===== src/rtl/calc_pkg.sv =====
// Shared encodings for the calculator arithmetic core: operation codes and FSM states.
package calc_pkg;

  localparam logic [1:0] OP_ADD = 2'd0;
  localparam logic [1:0] OP_SUB = 2'd1;
  localparam logic [1:0] OP_MUL = 2'd2;
  localparam logic [1:0] OP_DIV = 2'd3;

  typedef enum logic [1:0] {
    IDLE = 2'd0,
    CALC = 2'd1,
    ITER = 2'd2,
    FIN  = 2'd3
  } state_t;

endpackage


===== src/rtl/calc_iter_unit.sv =====
// Shift-add multiplier / restoring divider on one 2*WIDTH accumulator, one bit per step.
// Latency WIDTH steps after load; no backpressure, the parent FSM paces load/step.
module calc_iter_unit #(
  parameter int WIDTH = 8
) (
  input  logic                 clk,
  input  logic                 load,
  input  logic                 step,
  input  logic                 mode,
  input  logic [WIDTH-1:0]     a,
  input  logic [WIDTH-1:0]     b,
  output logic [2*WIDTH-1:0]   acc
);

  logic             mode_q;
  logic [WIDTH-1:0] b_q;
  logic [WIDTH:0]   mul_sum;
  logic [WIDTH:0]   div_rem;
  logic [WIDTH:0]   div_trial;
  logic [2*WIDTH-1:0] acc_n;

  always_comb begin
    mul_sum   = {1'b0, acc[2*WIDTH-1:WIDTH]} + {1'b0, b_q};
    div_rem   = {acc[2*WIDTH-1:WIDTH-1]};
    div_trial = div_rem - {1'b0, b_q};
    acc_n     = acc;
    if (!mode_q) begin
      // multiply: conditionally add into the high half, then shift the whole product right
      if (acc[0])
        acc_n = {mul_sum, acc[WIDTH-1:1]};
      else
        acc_n = {1'b0, acc[2*WIDTH-1:WIDTH], acc[WIDTH-1:1]};
    end else begin
      // divide: {remainder, dividend/quotient} shifts left; trial subtract sets the quotient bit
      if (!div_trial[WIDTH])
        acc_n = {div_trial[WIDTH-1:0], acc[WIDTH-2:0], 1'b1};
      else
        acc_n = {div_rem[WIDTH-1:0], acc[WIDTH-2:0], 1'b0};
    end
  end

  always_ff @(posedge clk) begin
    if (load) begin
      mode_q <= mode;
      b_q    <= b;
      acc    <= {{WIDTH{1'b0}}, a};
    end else if (step) begin
      acc    <= acc_n;
    end
  end

endmodule


===== src/rtl/param_calc_core.sv =====
// Four-function unsigned calculator core with start/busy/done handshake.
// Latency 1 cycle add/sub/div-by-zero, WIDTH+1 mul/div; start ignored unless IDLE.
module param_calc_core
  import calc_pkg::*;
#(
  parameter int WIDTH = 8
) (
  input  logic                 clk,
  input  logic                 reset,
  input  logic                 start,
  input  logic [1:0]           op,
  input  logic [WIDTH-1:0]     a,
  input  logic [WIDTH-1:0]     b,
  output logic                 busy,
  output logic                 done,
  output logic [2*WIDTH-1:0]   result,
  output logic                 ovf,
  output logic                 neg,
  output logic                 dz
);

  localparam int CW = $clog2(WIDTH) + 1;

  state_t             state, state_n;
  logic [1:0]         op_q;
  logic [WIDTH-1:0]   a_q, b_q;
  logic [CW-1:0]      cnt;
  logic               accept, iterative, load, step;
  logic [2*WIDTH-1:0] acc;
  logic [WIDTH:0]     sum;
  logic [WIDTH-1:0]   diff;

  calc_iter_unit #(.WIDTH(WIDTH)) u_iter (
    .clk  (clk),
    .load (load),
    .step (step),
    .mode (op == OP_DIV),
    .a    (a),
    .b    (b),
    .acc  (acc)
  );

  always_comb begin
    accept    = (state == IDLE) && start;
    iterative = (op == OP_MUL) || ((op == OP_DIV) && (b != '0));
    load      = accept && iterative;
    step      = (state == ITER);
    busy      = (state == CALC) || (state == ITER);
    done      = (state == FIN);
    sum       = {1'b0, a_q} + {1'b0, b_q};
    diff      = a_q - b_q;
    state_n   = state;
    case (state)
      IDLE: if (start) state_n = iterative ? ITER : CALC;
      CALC: state_n = FIN;
      ITER: if (cnt == CW'(1)) state_n = CALC;
      FIN:  state_n = IDLE;
      default: state_n = IDLE;
    endcase
  end

  always_ff @(posedge clk) begin
    if (reset) begin
      state  <= IDLE;
      op_q   <= OP_ADD;
      a_q    <= '0;
      b_q    <= '0;
      cnt    <= '0;
      result <= '0;
      ovf    <= 1'b0;
      neg    <= 1'b0;
      dz     <= 1'b0;
    end else begin
      state <= state_n;
      if (accept) begin
        op_q <= op;
        a_q  <= a;
        b_q  <= b;
        cnt  <= CW'(WIDTH);
      end else if (step) begin
        cnt  <= cnt - CW'(1);
      end
      if (state == CALC) begin
        ovf <= 1'b0;
        neg <= 1'b0;
        dz  <= 1'b0;
        case (op_q)
          OP_ADD: begin
            result <= {{(WIDTH-1){1'b0}}, sum};
            ovf    <= sum[WIDTH];
          end
          OP_SUB: begin
            result <= {{WIDTH{1'b0}}, diff};
            neg    <= (a_q < b_q);
          end
          OP_MUL: begin
            result <= acc;
            ovf    <= |acc[2*WIDTH-1:WIDTH];
          end
          default: begin
            if (b_q == '0) begin
              result <= {a_q, {WIDTH{1'b1}}};
              dz     <= 1'b1;
            end else begin
              result <= acc;
            end
          end
        endcase
      end
    end
  end

endmodule


===== config.mk =====
export PLATFORM = sky130hd
export DESIGN_NAME = param_calc_core
export DESIGN_NICKNAME = d
export VERILOG_FILES = /design/src/rtl/calc_pkg.sv /design/src/rtl/calc_iter_unit.sv /design/src/rtl/param_calc_core.sv
export SDC_FILE = /design/constraint.sdc
export NUM_CORES = 1
export LEC_CHECK = 0
export ABC_AREA = 1
export BUFFER_PORTS_ARGS = -buffer_cell sky130_fd_sc_hd__buf_2
export CAP_MARGIN = 5
export CORE_ASPECT_RATIO = 1.5
export CORE_UTILIZATION = 35
export DETAILED_ROUTE_END_ITERATION = 10
export PLACE_DENSITY = 0.5
export RECOVER_POWER = 50
export SLEW_MARGIN = 20
export SYNTH_ARGS = -nofsm -noshare
export SYNTH_HDL_FRONTEND = slang
export SYNTH_SLANG_ARGS = --single-unit

===== constraint.sdc =====
create_clock -name clk -period 5.9 [get_ports clk]
set_clock_uncertainty 0.05 [all_clocks]
set_input_delay 0.295 -clock clk [delete_from_list [all_inputs] [get_ports clk]]
set_output_delay 0.295 -clock clk [all_outputs]
set_load 0.005 [all_outputs]

==> results of run 1 <==
-- stage by stage --
step           hold WS [ps]  instance area (um^2)
3_3_place_gp          407.3                  5017
6_report              212.1                  5354
4_1_cts               145.2                  5378
3_5_place_dp          408.8                  5017
2_1_floorplan         343.9                  4688
5_1_grt               222.5                  5354
-- area by class of cell --
class                      count  area (um^2)
timing repair buffer          42        188.9
clock buffer                  12        266.5
tap                          159        198.9
sequential                    68         1531
multi-input combinational    481         2693
fill                        1440         7664
inverter                     101        381.6
clock inverter                 4        93.84
-- cell families after synthesis --
family                   after synthesis  share of synthesized area, %
AO/OA/AOI/OAI                        149                         18.10
buffers and inverters                120                         9.901
flip-flops                            68                         32.67
adder cells (fa/ha/maj)               42                         11.85
AND/OR/NAND/NOR                      284                         26.37
XOR/XNOR                               6                         1.121
-- layer usage --
metal  track usage [%]  routed length [um]
met4             10.37                 487
met3             2.751                 539
met5                 0                   0
met2             41.18                7942
met1             25.72                5977
-- worst max-delay path by stage --
stage / startpoint / depth (start not counted) / end
2_1_floorplan: u_iter.acc[7] / 15 / u_iter.acc[14]
3_3_place_gp: state[0] / 7 / u_iter.acc[6]
3_5_place_dp: state[0] / 7 / u_iter.acc[6]
4_1_cts: state[0] / 7 / u_iter.acc[6]
5_1_grt: state[0] / 7 / u_iter.acc[4]
6_report: state[0] / 7 / u_iter.acc[6]
-- flip-flops by register name (all words and copies together), names as in the netlist, 2 cells and up --
signal      flops
op_q            2
u_iter.b_q      8
result         16
state           2
u_iter.acc     16
a_q             8
b_q             8
cnt             4
-- placed cells by master, fill, tap and decap left out, types with 2 or more instances in the layout --
cell,instances
o21ai_0,50
o21ai_1,6
clkbuf_16,9
clkinv_1,2
nor2_1,61
clkbuf_8,3
a21oi_2,4
dfxtp_1,51
nor3_1,4
o211ai_1,5
a21oi_1,54
buf_2,22
xor2_1,5
nand2_1,142
a31oi_1,3
nand3_1,53
ha_1,38
o22ai_1,13
clkbuf_1,19
inv_1,83
nand3_2,2
nand2_2,6
nand4_1,7
bufinv_16,3
inv_2,16
nand3b_1,3
o21a_1,8
o2111ai_1,2
edfxtp_1,17
fa_1,4
-- where the power goes --
group          switching (mW)  internal, mW  total, mW
combinational           0.962         0.526       1.49
clock                   0.202         0.446      0.648
sequential              0.176         0.653      0.829
==> reports/results.tsv, run 1 <==
metric	value	unit
status	finished, final reports clean	
holdPathEnd	u_iter.b_q[5]	
ff2ff_path_depth	7	
cts.repair.resized	0	
crit_path_start_kind	flop	
slowest_stage	nand2_1	
setup_violations	0	
vias_per_cell	5.202	
ff2ff_setup_slack	3470	ps
crit_family	buffers and inverters	
synth_area	0.004688	mm^2
ir_worst_vdd	0.0001612	V
yosys_most_used_dff	dfxtp_1	
total_power	2.965	mW
r2r_start	state[0]	
die-area	0.01387	mm^2
max_stage_delay	390	ps
root_buffer	clkbuf_16	
place_ws	3496	ps
htree_levels	3	
antenna_found_initial	0	
dp.cells	851	
crit_arrival	2450	ps
routed_wl	14.95	mm
hold_buffers	0	
first_iter_violations	296	
ys_ff_latch	68	
final_cells	867	
maxCapViolCount	0	
cp-end-kind	flop	
fin_setup_tns	0	ps
num_vias	4510	
first_pass_iters	4	
worstMarginPinSlew	699.0	ps
synth_nets	732	
worstPathMaxFanout	19	
critPathKind	reg2reg	
die_w	96.50	um
min_path_cells	1	
clkTransAtPathRegs	60	ps
yosysMostFrequentCell	nand2_1	
start_util	36.01	%
worstPathRequired	5920	ps
min_from	b[5]	
post_cts_buffers	0	
hpwl	11.90	mm
cts_tree	built	
p_leak	2.549	nW
nets	766	
synth.top_cell.area_share	21.78	%
synthArstFlopShare	0	%
synth-seq-area-share	32.67	%
postRouteAntennaNets	0	
grt_pass1_vias	4353	
ys_types	40	
yosysWarnings	0	
cts.sinks	68	
grt_start_max_net_pins	34	
fin_util	41.13	%
grt_first_pass_wirelength	23.14	mm
worst_slack	3468	ps
gp_congestion	0.8748	
io_buffers	41	
slew_viol_final	0	
clock_latency	330	ps
r2r-end	u_iter.acc[6]	
drc	0	
grt_usage	22.67	%
synth_common_cells	nand2_1 (142), inv_1 (82), nor2_1 (61)	
critical_path.most_common_cell	inv_2	
synthTopCellsByArea	dfxtp_1 (22%), nand2_1 (11%), edfxtp_1 (11%)	
synth_edf_count	17	
synth_cells	669	
syn_avg_cell_area	7.008	um^2
areaGrowthSynthToFinish	14.20	%
p_per_area	553.7	mW/mm^2
tritoncts.num_buffers	9	
layout_worst_path_cycle_share	41.23	%
rsz0062_at_grt	no	
cts.path.max_buffers	2	
clock.fmax	0.4111	GHz
slew-limit-headroom	53.40	%
drive_above_1_share	10.45	%
synth_top_area_cell	dfxtp_1	
crit_chain	inv_1, ha_1, nand2_1, inv_2, nand3_2, inv_2, o22ai_1	
min_path_type	in2reg	
worst-path-buf-inv	3	
die_h	143.7	um
routedWlPerCell	17.24	um
rows	51	
pin_count	42	
finalCriticalPeriod	2432	ps
hold_viol	0	
num_antenna_cells	0	
core-area	0.01302	mm^2
grt-ovfl-total	0	
Power figures use the tool's default switching activity.
==> run 2: changes to the inputs <==
--- a/config.mk
+++ b/config.mk
@@ -5,13 +5,13 @@
 export SDC_FILE = /design/constraint.sdc
 export NUM_CORES = 1
 export LEC_CHECK = 0
-export ABC_AREA = 1
+export ABC_AREA = 0
 export BUFFER_PORTS_ARGS = -buffer_cell sky130_fd_sc_hd__buf_2
 export CAP_MARGIN = 5
 export CORE_ASPECT_RATIO = 1.5
 export CORE_UTILIZATION = 35
 export DETAILED_ROUTE_END_ITERATION = 10
-export PLACE_DENSITY = 0.5
+export PLACE_DENSITY = 0.52
 export RECOVER_POWER = 50
 export SLEW_MARGIN = 20
 export SYNTH_ARGS = -nofsm -noshare
==> constraint.sdc (replaced) <==
create_clock -name clk -period 2.1 [get_ports clk]
set_clock_uncertainty 0.05 [all_clocks]
set_input_delay 0.105 -clock clk [delete_from_list [all_inputs] [get_ports clk]]
set_output_delay 0.105 -clock clk [all_outputs]
set_load 0.005 [all_outputs]
==> run 2 against run 1 <==
  * The flow now finishes with violations (setup timing)
  * Clock power is 130% higher
  * Cell count is 5.8% lower
  * Flip-flop and latch count did not move
  * Combinational power grew to 3.4 times the previous value
  * Die area decreased by 2.1%
  * Count of clock-buffer cells in the layout fell by 2
  * Sequential power grew to 2.6 times the previous value
  * Critical path depth is 2 higher
  * Critical endpoint is now u_iter.acc[10]
  * Largest cell class unchanged
  * Highest routed layer unchanged
==> reports/results.tsv, run 2 <==
metric	value	unit	change
r2r_start	u_iter.b_q[0]		
clkTransAtPathRegs	50	ps	about the same
gp_congestion	0.9293		+6.2%
routed_wl	14.97	mm	+0.14%
fin_setup_tns	-1521	ps	-1521 ps
grt-ovfl-total	0		unchanged
grt_usage	23.22	%	+0.54 points
postPlaceCellArea	0.005450	mm^2	+8.6%
core-area	0.01264	mm^2	-2.9%
violations	setup timing		
worstPathRequired	2280	ps	-3640 ps
first_iter_violations	212		-28%
crit_path_start_kind	flop		
cts.path.max_buffers	2		unchanged
max_stage_delay	390	ps	about the same
setup_violations	9		+9
ir_worst_vdd	0.0004789	V	+200%
synthTopCellsByArea	dfxtp_1 (22%), edfxtp_1 (11%), ha_1 (10%)		
place_ws	-321.3	ps	-3817 ps
fin_util	48.34	%	+7.2 points
nets	719		-6.1%
worst_slack	-196.1	ps	-3664 ps
p_per_area	1428	mW/mm^2	+160%
postRouteAntennaNets	0		unchanged
min_path_type	in2reg		
cp-end-kind	flop		
antenna_found_initial	0		unchanged
final_cells	817		-5.8%
slowest_stage	edfxtp_1		
multiInputGateArea	0.003033	mm^2	+13%
clock.fmax	0.4355	GHz	+5.9%
first_pass_iters	5		+1
die_h	142.2	um	-1.1%
critPathKind	reg2reg		
layout_common_cells	nand2_1 (74), buf_4 (69), dfxtp_1 (46)		
grt_first_pass_wirelength	23.37	mm	+0.99%
design_area	0.006108	mm^2	+14%
yosysMostFrequentCell	nand2_1		
synth_cells	540		-19%
ff2ff_path_depth	9		+2
hold_slack	14.99	ps	-197.1 ps
holdPathEnd	a_q[2]		
ys_ff_latch	68		unchanged
io_buffers	41		unchanged
layout_worst_path_cycle_share	109.3	%	+68 points
synthArstFlopShare	0	%	unchanged
synth_top_area_cell	dfxtp_1		
maxCapViolCount	0		unchanged
cts_tree	built		
die-area	0.01358	mm^2	-2.1%
syn_avg_cell_area	8.497	um^2	+21%
pin_count	42		unchanged
synth-seq-area-share	33.38	%	+0.71 points
worstMarginPinSlew	496.7	ps	-202.3 ps
grt_start_max_net_pins	22		-35%
areaGrowthSynthToFinish	33.13	%	
hold_viol	0		unchanged
crit_chain	ha_2, fa_2, nand2b_4, a211oi_4, buf_6, o21ai_4, nor3_1, a211oi_2, o32ai_1		
tritoncts.num_buffers	9		unchanged
synth_nets	603		-18%
min_from	a[2]		
r2r-end	u_iter.acc[10]		
largestRegisters	result x16, u_iter.acc x16		
routedWlPerCell	18.32	um	+6.3%
rsz0062_at_grt	yes		
root_buffer	clkbuf_16		
vias_per_cell	5.480		+5.3%
num_vias	4477		-0.73%
hpwl	11.73	mm	-1.4%
ff2ff_setup_slack	-200	ps	-3660 ps
ys_types	69		+73%
total_power	8.721	mW	+190%
drive_above_1_share	27.38	%	+17 points
p_leak	2.595	nW	+1.8%
slew_viol_final	0		unchanged
synth_edf_count	17		unchanged
slew-limit-headroom	66.88	%	+13 points
min_path_cells	3		+2
yosys_most_used_dff	dfxtp_1		
start_util	36.31	%	+0.29 points
die_w	95.49	um	-1.1%
synth_common_cells	nand2_1 (75), dfxtp_1 (51), a21oi_1 (44)		
clock_latency	330	ps	about the same
status	finished, violations left		
htree_levels	3		unchanged
final_common_cell	nand2_1		
drc	0		unchanged
grt_pass1_vias	4539		+4.3%
cts.sinks	68		unchanged
synth_area	0.004588	mm^2	-2.1%
num_antenna_cells	0		unchanged
synth.top_cell.area_share	22.25	%	+0.48 points
worstPathMaxFanout	7		-12
yosysWarnings	0		unchanged
fillers	1230		-15%
rows	50		-2.0%
finalCriticalPeriod	2296	ps	-136.3 ps
dp.cells	785		-7.8%
crit_arrival	2480	ps	+30 ps
regArea	0.001540	mm^2	+0.57%
==> run 2: power breakdown <==
group | internal (mW) | total [mW] | switching (mW) | leakage (nW)
Combinational | 2.27 | 5.03 | 2.76 | 1.86
Sequential | 1.80 | 2.18 | 0.383 | 0.581
Clock | 0.939 | 1.51 | 0.572 | 0.149
Total | 5.01 | 8.72 | 3.71 | 2.60
==> run 2: repair_timing <==
| item | in CTS | in global routing |
|---|---|---|
| resized for setup | 27 | 28 |
| hold buffers | 12 | 0 |
| hold endpoints to repair | 14 | 0 |
| endpoints found under the setup margin | 16 | 17 |
| pin swaps | 10 | 16 |
| setup buffers | 2 | 2 |
==> run 2: logic make-up (layout without fill, tap and decap cells) <==
kind of cell	after synthesis	count (layout)	share of synthesized area, %
compound gates	153	153	23.34
mux	15	15	3.354
flops	68	68	33.38
buf+inv	63	184	5.590
fa+ha+maj	42	42	12.11
xor+xnor	15	15	2.863
simple gates	184	184	19.36
==> run 2: worst max path at each step <==
| stage | from | endpoint | slack [ps] | cells past startpoint |
|---|---|---|---|---|
| final | u_iter.b_q[0] | u_iter.acc[10] | -200 | 9 |
| after global routing | u_iter.b_q[0] | u_iter.acc[15] | -320 | 9 |
| after CTS | u_iter.b_q[0] | u_iter.acc[9] | -190 | 9 |
| after detailed placement | u_iter.b_q[0] | u_iter.acc[10] | -320 | 8 |
| after global placement | u_iter.acc[7] | u_iter.acc[11] | -240 | 9 |
| after floorplan | u_iter.acc[7] | u_iter.acc[9] | -110 | 9 |
==> run 2: area by class of cell <==
cell class                      instances  share of cell area (%)
Tap cell                              156                   3.195
Timing Repair Buffer                  128                   14.69
Clock inverter                          6                  0.8808
Inverter                               40                   2.458
Sequential cell                        68                   25.22
Multi-Input combinational cell        409                   49.65
Clock buffer                           10                   3.912
==> run 2: worst max-delay path, delay by kind of cell, from the launching register on <==
kind	cells	cell delay [ps]
compound gates	4	650
fa+ha+maj	2	560
buf+inv	1	150
flops	1	390
simple gates	2	400
==> run 2: metal layers <==
layer / vias up / wire length (um) / global-route usage, %
met3: 45 / 368 / 3.098
li1: 2173 / - / -
met5: - / 0 / 0
met1: 2159 / 5800 / 24.96
met4: 0 / 728 / 12.80
met2: 100 / 8070 / 42.59
